## src/rtl/mem_req_arbiter.sv

```systemverilog
// Two-requester round-robin front-end for MainMemory.
// Accepts one line read/write at a time, drives it onto the memory port,
// captures the read result after RD_LAT cycles and returns a response to
// the requester that won the grant.
//
// state   | meaning
// --------+------------------------------------------------------------
// IDLE    | waiting for a request; req_ready offered to the grant winner
// WRITE   | one-cycle write pulse on the memory port
// RD_WAIT | address held on the memory port while read latency elapses
// RESP    | response held to the owner until it raises rsp_ready
module mem_req_arbiter #(
    parameter int PAGE_W = 1,
    parameter int CODE_W = 8,
    parameter int DATA_W = 64,
    parameter int MESI_W = 2,
    parameter int RD_LAT = 1
) (
    input  logic                clk,
    input  logic                reset,
    input  logic [1:0]          req_valid,
    output logic [1:0]          req_ready,
    input  logic [1:0]          req_we,
    input  logic [2*PAGE_W-1:0] req_page,
    input  logic [2*CODE_W-1:0] req_code,
    input  logic [2*DATA_W-1:0] req_wdata,
    input  logic [2*MESI_W-1:0] req_mesi,
    output logic [1:0]          rsp_valid,
    input  logic [1:0]          rsp_ready,
    output logic [DATA_W-1:0]   rsp_data,
    output logic [MESI_W-1:0]   rsp_mesi,
    output logic [PAGE_W-1:0]   mem_page,
    output logic [CODE_W-1:0]   mem_code,
    output logic [DATA_W-1:0]   mem_wdata,
    output logic                mem_we,
    output logic [MESI_W-1:0]   mem_mesi_in,
    input  logic [DATA_W-1:0]   mem_rdata,
    input  logic [MESI_W-1:0]   mem_mesi_out
);

    // RD_LAT is bounded to 1..15, so a 4-bit down-counter covers it.
    localparam int CNT_W = 4;

    typedef enum logic [1:0] {
        IDLE    = 2'd0,
        WRITE   = 2'd1,
        RD_WAIT = 2'd2,
        RESP    = 2'd3
    } state_t;

    state_t              state_q, state_d;
    logic                last_grant_q, last_grant_d;
    logic                owner_q, owner_d;
    logic                we_q, we_d;
    logic [PAGE_W-1:0]   page_q, page_d;
    logic [CODE_W-1:0]   code_q, code_d;
    logic [DATA_W-1:0]   wdata_q, wdata_d;
    logic [MESI_W-1:0]   mesi_q, mesi_d;
    logic [CNT_W-1:0]    cnt_q, cnt_d;
    logic [DATA_W-1:0]   rsp_data_q, rsp_data_d;
    logic [MESI_W-1:0]   rsp_mesi_q, rsp_mesi_d;

    logic                grant;
    logic                grant_ok;

    // Round-robin pick: a lone requester wins outright, a tie goes to the
    // requester that did not win last time.
    always_comb begin
        if (req_valid == 2'b11) begin
            grant = ~last_grant_q;
        end else begin
            grant = req_valid[1];
        end
        grant_ok = req_valid[grant];
    end

    // Next-state decision for the sequencing FSM.
    always_comb begin
        state_d = state_q;
        case (state_q)
            IDLE: begin
                if (grant_ok) begin
                    state_d = req_we[grant] ? WRITE : RD_WAIT;
                end
            end
            WRITE: begin
                state_d = RESP;
            end
            RD_WAIT: begin
                if (cnt_q == CNT_W'(1)) begin
                    state_d = RESP;
                end
            end
            RESP: begin
                if (rsp_ready[owner_q]) begin
                    state_d = IDLE;
                end
            end
            default: begin
                state_d = IDLE;
            end
        endcase
    end

    // Request latch, latency counter and response capture.
    always_comb begin
        last_grant_d = last_grant_q;
        owner_d      = owner_q;
        we_d         = we_q;
        page_d       = page_q;
        code_d       = code_q;
        wdata_d      = wdata_q;
        mesi_d       = mesi_q;
        cnt_d        = cnt_q;
        rsp_data_d   = rsp_data_q;
        rsp_mesi_d   = rsp_mesi_q;
        case (state_q)
            IDLE: begin
                if (grant_ok) begin
                    last_grant_d = grant;
                    owner_d      = grant;
                    we_d         = req_we[grant];
                    page_d       = grant ? req_page[2*PAGE_W-1:PAGE_W]   : req_page[PAGE_W-1:0];
                    code_d       = grant ? req_code[2*CODE_W-1:CODE_W]   : req_code[CODE_W-1:0];
                    wdata_d      = grant ? req_wdata[2*DATA_W-1:DATA_W]  : req_wdata[DATA_W-1:0];
                    mesi_d       = grant ? req_mesi[2*MESI_W-1:MESI_W]   : req_mesi[MESI_W-1:0];
                    cnt_d        = CNT_W'(RD_LAT);
                end
            end
            WRITE: begin
                // A write response echoes what was stored.
                rsp_data_d = wdata_q;
                rsp_mesi_d = mesi_q;
            end
            RD_WAIT: begin
                cnt_d = cnt_q - CNT_W'(1);
                if (cnt_q == CNT_W'(1)) begin
                    rsp_data_d = mem_rdata;
                    rsp_mesi_d = mem_mesi_out;
                end
            end
            default: begin
            end
        endcase
    end

    // Handshake and memory-port outputs. req_ready is masked by reset so
    // nothing is offered while the block is held in reset.
    always_comb begin
        req_ready = 2'b00;
        rsp_valid = 2'b00;
        if (state_q == IDLE && grant_ok && reset) begin
            req_ready[grant] = 1'b1;
        end
        if (state_q == RESP) begin
            rsp_valid[owner_q] = 1'b1;
        end
        mem_we      = (state_q == WRITE);
        mem_page    = page_q;
        mem_code    = code_q;
        mem_wdata   = wdata_q;
        mem_mesi_in = mesi_q;
        rsp_data    = rsp_data_q;
        rsp_mesi    = rsp_mesi_q;
    end

    // State and datapath registers; last_grant resets to 1 so requester 0
    // wins the first tie.
    always_ff @(posedge clk or negedge reset) begin
        if (!reset) begin
            state_q      <= IDLE;
            last_grant_q <= 1'b1;
            owner_q      <= 1'b0;
            we_q         <= 1'b0;
            page_q       <= '0;
            code_q       <= '0;
            wdata_q      <= '0;
            mesi_q       <= '0;
            cnt_q        <= '0;
            rsp_data_q   <= '0;
            rsp_mesi_q   <= '0;
        end else begin
            state_q      <= state_d;
            last_grant_q <= last_grant_d;
            owner_q      <= owner_d;
            we_q         <= we_d;
            page_q       <= page_d;
            code_q       <= code_d;
            wdata_q      <= wdata_d;
            mesi_q       <= mesi_d;
            cnt_q        <= cnt_d;
            rsp_data_q   <= rsp_data_d;
            rsp_mesi_q   <= rsp_mesi_d;
        end
    end

endmodule

```

## config.mk

```make
export PLATFORM = sky130hd
export DESIGN_NAME = mem_req_arbiter
export DESIGN_NICKNAME = d
export VERILOG_FILES = /design/src/rtl/mem_req_arbiter.sv
export SDC_FILE = /design/constraint.sdc
export NUM_CORES = 1
export LEC_CHECK = 0
export CORE_AREA = 2 2 145 147
export CTS_BUF_LIST = sky130_fd_sc_hd__clkbuf_4
export CTS_CLUSTER_DIAMETER = 200
export DETAILED_ROUTE_END_ITERATION = 7
export DIE_AREA = 0 0 147 149
export PLACE_DENSITY = 0.72
export RECOVER_POWER = 100
export SETUP_SLACK_MARGIN = 0.2
export SKIP_CTS_REPAIR_TIMING = 1
export SLEW_MARGIN = 20
export SYNTH_ARGS = -nofsm -noshare
export SYNTH_HDL_FRONTEND = slang
export SYNTH_SLANG_ARGS = --single-unit
```

## constraint.sdc

```tcl
create_clock -name clk -period 6 [get_ports clk]
set_clock_uncertainty 0.2 [all_clocks]
set_input_delay 1.2 -clock clk [delete_from_list [all_inputs] [get_ports clk]]
set_output_delay 1.2 -clock clk [all_outputs]
set_load 0.01 [all_outputs]
```

==> results of run 1 <==
[worst min path at each step]
stage / from / to / slack (ns) / cells after the start
finish: rsp_data[25]$_DFFE_PN0P_ / rsp_data[25]$_DFFE_PN0P_ / 0.29 / 2
global route: reset / rsp_data[9]$_DFFE_PN0P_ / 0.31 / 1
CTS: rsp_data[27]$_DFFE_PN0P_ / rsp_data[27]$_DFFE_PN0P_ / 0.30 / 2
detailed placement: rsp_data[27]$_DFFE_PN0P_ / rsp_data[27]$_DFFE_PN0P_ / 0.28 / 2
global placement: rsp_data[0]$_DFFE_PN0P_ / rsp_data[0]$_DFFE_PN0P_ / 0.27 / 2
floorplan: cnt_q[1]$_DFFE_PN0P_ / cnt_q[1]$_DFFE_PN0P_ / 0.28 / 2
[flip-flops by register name, summed over array words and instances, names as in the netlist]
signal	cells
cnt_q	4
last_grant_q	1
mem_code	8
mem_mesi_in	2
mem_page	1
mem_wdata	64
owner_q	1
rsp_data	64
rsp_mesi	2
state_q	2
[cell type report]
class	instances	area (um^2)
inverter	4	15.0
multi-input combinational	467	2990
clock buffer	18	135
antenna	1	2.50
tap	275	344
fill	1867	9410
timing repair buffer	378	3740
sequential	149	3730
clock inverter	12	179
[cell families (layout without fill, tap and decap cells)]
family,count (synthesis),after routing,share of synthesized area
adders and majority gates,6,6,0.0108
DFF,149,149,0.534
muxes,146,146,0.210
other,0,1,0
buffers and inverters,52,412,0.0394
and+or+nand+nor,160,160,0.0901
AOI/OAI and AO/OA,155,155,0.116
[report_power, final]
group	leakage [nW]	total, mW	switching (mW)	internal, mW
clock	0.161	0.702	0.370	0.332
combinational	2.91	2.62	1.34	1.28
sequential	1.87	1.76	0.285	1.48
total	4.94	5.09	1.99	3.09
[cells in the final DEF, fill, tap and decap left out, drive strengths merged, types with 4 or more instances in the layout]
| cell | Yosys | routed |
|---|---|---|
| a31oi | 4 | 4 |
| buf | 34 | 5 |
| bufinv | 0 | 4 |
| clkbuf | 14 | 23 |
| clkdlybuf4s50 | 0 | 221 |
| dfrtp | 148 | 148 |
| dlygate4sd3 | 0 | 147 |
| ha | 6 | 6 |
| inv | 4 | 6 |
| mux2i | 144 | 144 |
| nand2 | 147 | 147 |
| o21ai | 145 | 145 |
[per-layer routing]
| layer | global-route usage | up-vias |
|---|---|---|
| met4 | 0.0692 | 0 |
| met5 | 0 | - |
| li1 | - | 3020 |
| met2 | 0.336 | 189 |
| met3 | 0.0486 | 32 |
| met1 | 0.247 | 2792 |
[tightest hold or removal path, cell delays in order (launching register included)]
cell and delay (ns):
dfrtp_1 0.36, nand2_1 0.04, o21ai_0 0.06
==> reports/results.tsv, run 1 <==
stage	metric	value	unit
placed_design	dp_slack	1.69	ns
finish	finalNonFillerCells	1304	
critical_path	r2r-start	state_q[0]$_DFFE_PN0P_	
placed_design	gp_congestion	0.808	
critical_path	crit_family	buffers and inverters	
power	leakagePower	4.94	nW
die	fp.dieW	147	um
clock_tree	root_buffer	clkbuf_4	
critical_path	crit_path_start_kind	input pin	
run	maxCapViolCount	5	
global_route	grt_pass1_vias	6143	
placed_design	place_area	10900	um^2
placed_design	numPortBuffers	369	
sta	fin_ws	1.04	ns
synth	synth_top_area_share	0.530	
sta	hold_viol_final	0	
critical_path	critPathKind	in -> out	
sta	slew_violations	249	
route	via_per_inst	4.63	
critical_path	r2r_slack	1.25	ns
finish	final_nets	1247	
clock_tree	clock_path_buffers	2	
route	drc	0	
route	top_layer	met4	
finish	final_area	11100	um^2
critical_path	cpMostUsedCell	dlygate4sd3_1	
critical_path	ff2ff_path_depth	5	
synth	ys_warn_count	0	
critical_path	max_stage_delay	0.88	ns
synth	yosysMostFrequentCell	dfrtp_1	
die	ios	370	
run_status	status	finished with violations	
sta	min_period	4.96	ns
global_route	grt_use_total	0.198	
sta	finalSetupTns	0	ns
sta	period_share	0.826	
synth	syn_avg_cell_area	10.5	um^2
route	dr_wl_met2	10800	um
critical_path	cp.depth	4	
finish	drive_gt1_frac	0.0399	
synth	synth_seq_area_share	0.534	
route	drtIter0Drc	239	
synth	ys_types	28	
clock_tree	cts_sinks	149	
synth	synth_top_area_cell	dfrtp_1	
placed_design	hpwl	16300	um
clock_tree	clkLatencyLatePin	0.55	ns
power	power.density	456	nW/um^2
synth	yosys-top-cells-count	dfrtp_1 (148), nand2_1 (147), mux2i_1 (144), o21ai_1 (142), buf_2 (22)	
route	wirelength	21500	um
synth	syn-cell-area	6980	um^2
clock_tree	cts-htree-levels	4	
critical_path	arrival	3.56	ns
route	drt-met1-wl	9080	um
clock_tree	cts_tree	yes	
critical_path	path_max_fanout	6	
min_path	min_path_type	reg -> reg	
critical_path	critPathLaunch	req_valid[1]	
critical_path	crit_chain	dlygate4sd3_1 -> a21boi_0 -> and3_1 -> dlygate4sd3_1	
synth	synth-seq-cells	149	
synth	syn_nets	898	
die	coreArea	20600	um^2
route	vias	6033	
critical_path	crit_path_end_kind	output port	
critical_path	worstSetupEndpoint	req_ready[1]	
clock_tree	tritoncts.num_buffers	17	
clock_tree	clk_pin_slew	0.12	ns
run_status	violations	capacitance limit, slew limit	
power	vdd_drop_max	0.202	mV
sta	setup_viol	0	
synth	postSynthCellCount	668	
sta	fmax	0.202	GHz
sta	timing.slew.headroom	-1.61	
global_route	grt-ovfl-total	0	
route	dr.pass1.iters	5	
power	p_total	5.09	mW
critical_path	crit_required	4.60	ns
synth	async_flop_share	1.00	
die	rows	53	
sta	whs	0.286	ns
sta	tightest_slew	3.92	ns
global_route	antenna_found_initial	1	
route	post_drt_wl_per_cell	16.5	um
synth	synth_edf_count	0	
sta	rsz0062_at_grt	no	
finish	syn2layout_area_growth	59.6	%
global_route	grt_pass1_wl	33400	um
synth	synth_area_leaders	dfrtp_1 (53%), mux2i_1 (21%), o21ai_1 (10%), nand2_1 (7.9%), buf_2 (1.6%)	
die	initial_utilization	0.340	
die	die_area	21900	um^2
finish	post-route-util	0.542	
global_route	grt_max_degree	79	
critical_path	critPathBufInv	2	
critical_path	rr_endpoint	rsp_data[28]$_DFFE_PN0P_	
route	dr_wl_met3	1100	um
critical_path	cp_slowest_cell	a21boi_0	
die	die_h	149	um
route	ant_nets	0	
synth	synth_ff_type	dfrtp_1	
placed_design	dp_cells	1273	
No activity file was read; power rests on OpenSTA's default activity.
==> inputs of run 2 (changes only) <==
--- a/config.mk
+++ b/config.mk
@@ -10,7 +10,7 @@
 export CTS_CLUSTER_DIAMETER = 200
 export DETAILED_ROUTE_END_ITERATION = 7
 export DIE_AREA = 0 0 147 149
-export PLACE_DENSITY = 0.72
+export PLACE_DENSITY = 0.74
 export RECOVER_POWER = 100
 export SETUP_SLACK_MARGIN = 0.2
 export SKIP_CTS_REPAIR_TIMING = 1
==> constraint.sdc (replaced) <==
create_clock -name clk -period 4.5 [get_ports clk]
set_clock_uncertainty 0.2 [all_clocks]
set_input_delay 0.9 -clock clk [delete_from_list [all_inputs] [get_ports clk]]
set_output_delay 0.9 -clock clk [all_outputs]
set_load 0.01 [all_outputs]
==> run 2 against run 1 <==
The flow still finishes with violations (capacitance limit, slew limit). Hold slack about the same. Cell count barely moved. Register-to-register slack got worse by 0.29 ns. First-iteration DRC count is 17% lower. Wire length is 0.73% higher. Core utilization rose by 0.52 points. Die area unchanged. Sequential power increased by 34%. Critical endpoint is now req_ready[0]. Highest routed layer is now met5.
==> reports/results.tsv, run 2 (same netlist as run 1, synthesis figures left out) <==
stage	metric	value	unit
clock_tree	root_buffer	clkbuf_4	
sta	finalSetupTns	0	ns
finish	post-route-util	0.547	
route	vias	6088	
critical_path	critPathKind	in -> out	
global_route	grt_use_total	0.196	
global_route	grt_pass1_wl	33500	um
sta	fmax	0.266	GHz
placed_design	numPortBuffers	369	
power	leakagePower	5.01	nW
placed_design	hpwl	16300	um
sta	min_period	3.75	ns
sta	whs	0.286	ns
route	ant_nets	0	
die	initial_utilization	0.340	
die	coreArea	20600	um^2
die	ios	370	
critical_path	arrival	2.65	ns
sta	setup_viol	0	
die	rows	53	
global_route	grt_pass1_vias	6179	
finish	final_common_cell	clkdlybuf4s50_1	
critical_path	path_max_fanout	35	
run	maxCapViolCount	2	
global_route	grt-ovfl-total	0	
clock_tree	tritoncts.num_buffers	17	
finish	final_nets	1248	
clock_tree	cts-htree-levels	4	
placed_design	place_area	10900	um^2
power	p_total	6.92	mW
clock_tree	clock_path_buffers	2	
die	die_area	21900	um^2
route	drc	0	
route	drtIter0Drc	198	
placed_design	gp_congestion	0.799	
sta	period_share	0.834	
route	wirelength	21600	um
route	post_drt_wl_per_cell	16.6	um
clock_tree	cts_sinks	149	
critical_path	r2r_slack	0.96	ns
route	dr.pass1.iters	4	
sta	hold_viol_final	0	
power	vdd_drop_max	0.311	mV
die	fp.dieW	147	um
finish	layout_common_cells	clkdlybuf4s50_1 (221), dfrtp_1 (148), dlygate4sd3_1 (148)	
global_route	antenna_found_initial	2	
finish	final_area	11300	um^2
critical_path	crit_required	3.40	ns
run_status	violations	capacitance limit, slew limit	
global_route	grt_max_degree	83	
route	via_per_inst	4.67	
clock_tree	clkLatencyLatePin	0.54	ns
sta	tightest_slew	1.79	ns
sta	slew_violations	94	
critical_path	crit_path_end_kind	output port	
finish	drive_gt1_frac	0.0437	
finish	syn2layout_area_growth	61.2	%
die	die_h	149	um
power	power.density	615	nW/um^2
min_path	min_path_type	reg -> reg	
critical_path	crit_path_start_kind	input pin	
sta	rsz0062_at_grt	no	
clock_tree	cts_tree	yes	
run_status	status	finished with violations	
clock_tree	clk_pin_slew	0.12	ns
sta	timing.slew.headroom	-0.196	
==> run 2: critical path: stages <==
cell	delay [ns]
dlygate4sd3_1	0.56
buf_6	0.30
nor3b_1	0.21
dlygate4sd3_1	0.66
==> run 2: area by class of cell <==
cell class                      instances  area, um^2
Fill cell                            1867        9310
Timing Repair Buffer                  379        3790
Sequential cell                       149        3730
Multi-Input combinational cell        467        2990
Tap cell                              275         344
Clock inverter                         12         253
Clock buffer                           18         135
Inverter                                4        15.0
Antenna cell                            1        2.50
==> run 2: worst paths after layout <==
| kind | startpoint | end | depth (start not counted) |
|---|---|---|---|
| worst min-delay path | rsp_data[28]$_DFFE_PN0P_ | rsp_data[28]$_DFFE_PN0P_ | 2 |
| worst max-delay path | reset | req_ready[0] | 4 |
| worst min register to register | rsp_data[28]$_DFFE_PN0P_ | rsp_data[28]$_DFFE_PN0P_ | 2 |
| max in group asynchronous | reset | mem_wdata[38]$_DFFE_PN0P_ | 3 |
| min in group asynchronous | reset | rsp_data[3]$_DFFE_PN0P_ | 2 |
| worst max register to register | state_q[0]$_DFFE_PN0P_ | rsp_data[6]$_DFFE_PN0P_ | 6 |
==> run 2: stage by stage <==
stage                     instances  setup WS, ns
final                          1305         0.745
after global routing           1305         0.591
after CTS                      1303         0.901
after detailed placement       1273         0.916
after global placement         1273         0.944
after floorplan                 668          1.62
==> run 2: power breakdown <==
part,total [mW],switching (mW),internal (mW)
combinational,3.45,1.78,1.68
clock,1.11,0.501,0.613
sequential,2.35,0.384,1.97
total,6.92,2.66,4.26
==> run 2: layer usage <==
layer | track usage | vias up | routed length (um)
met4 | 0.0712 | 2 | 566
met1 | 0.242 | 2839 | 9040
met2 | 0.332 | 190 | 10800
li1 | - | 3020 | -
met3 | 0.0544 | 37 | 1240
met5 | 0 | - | 10
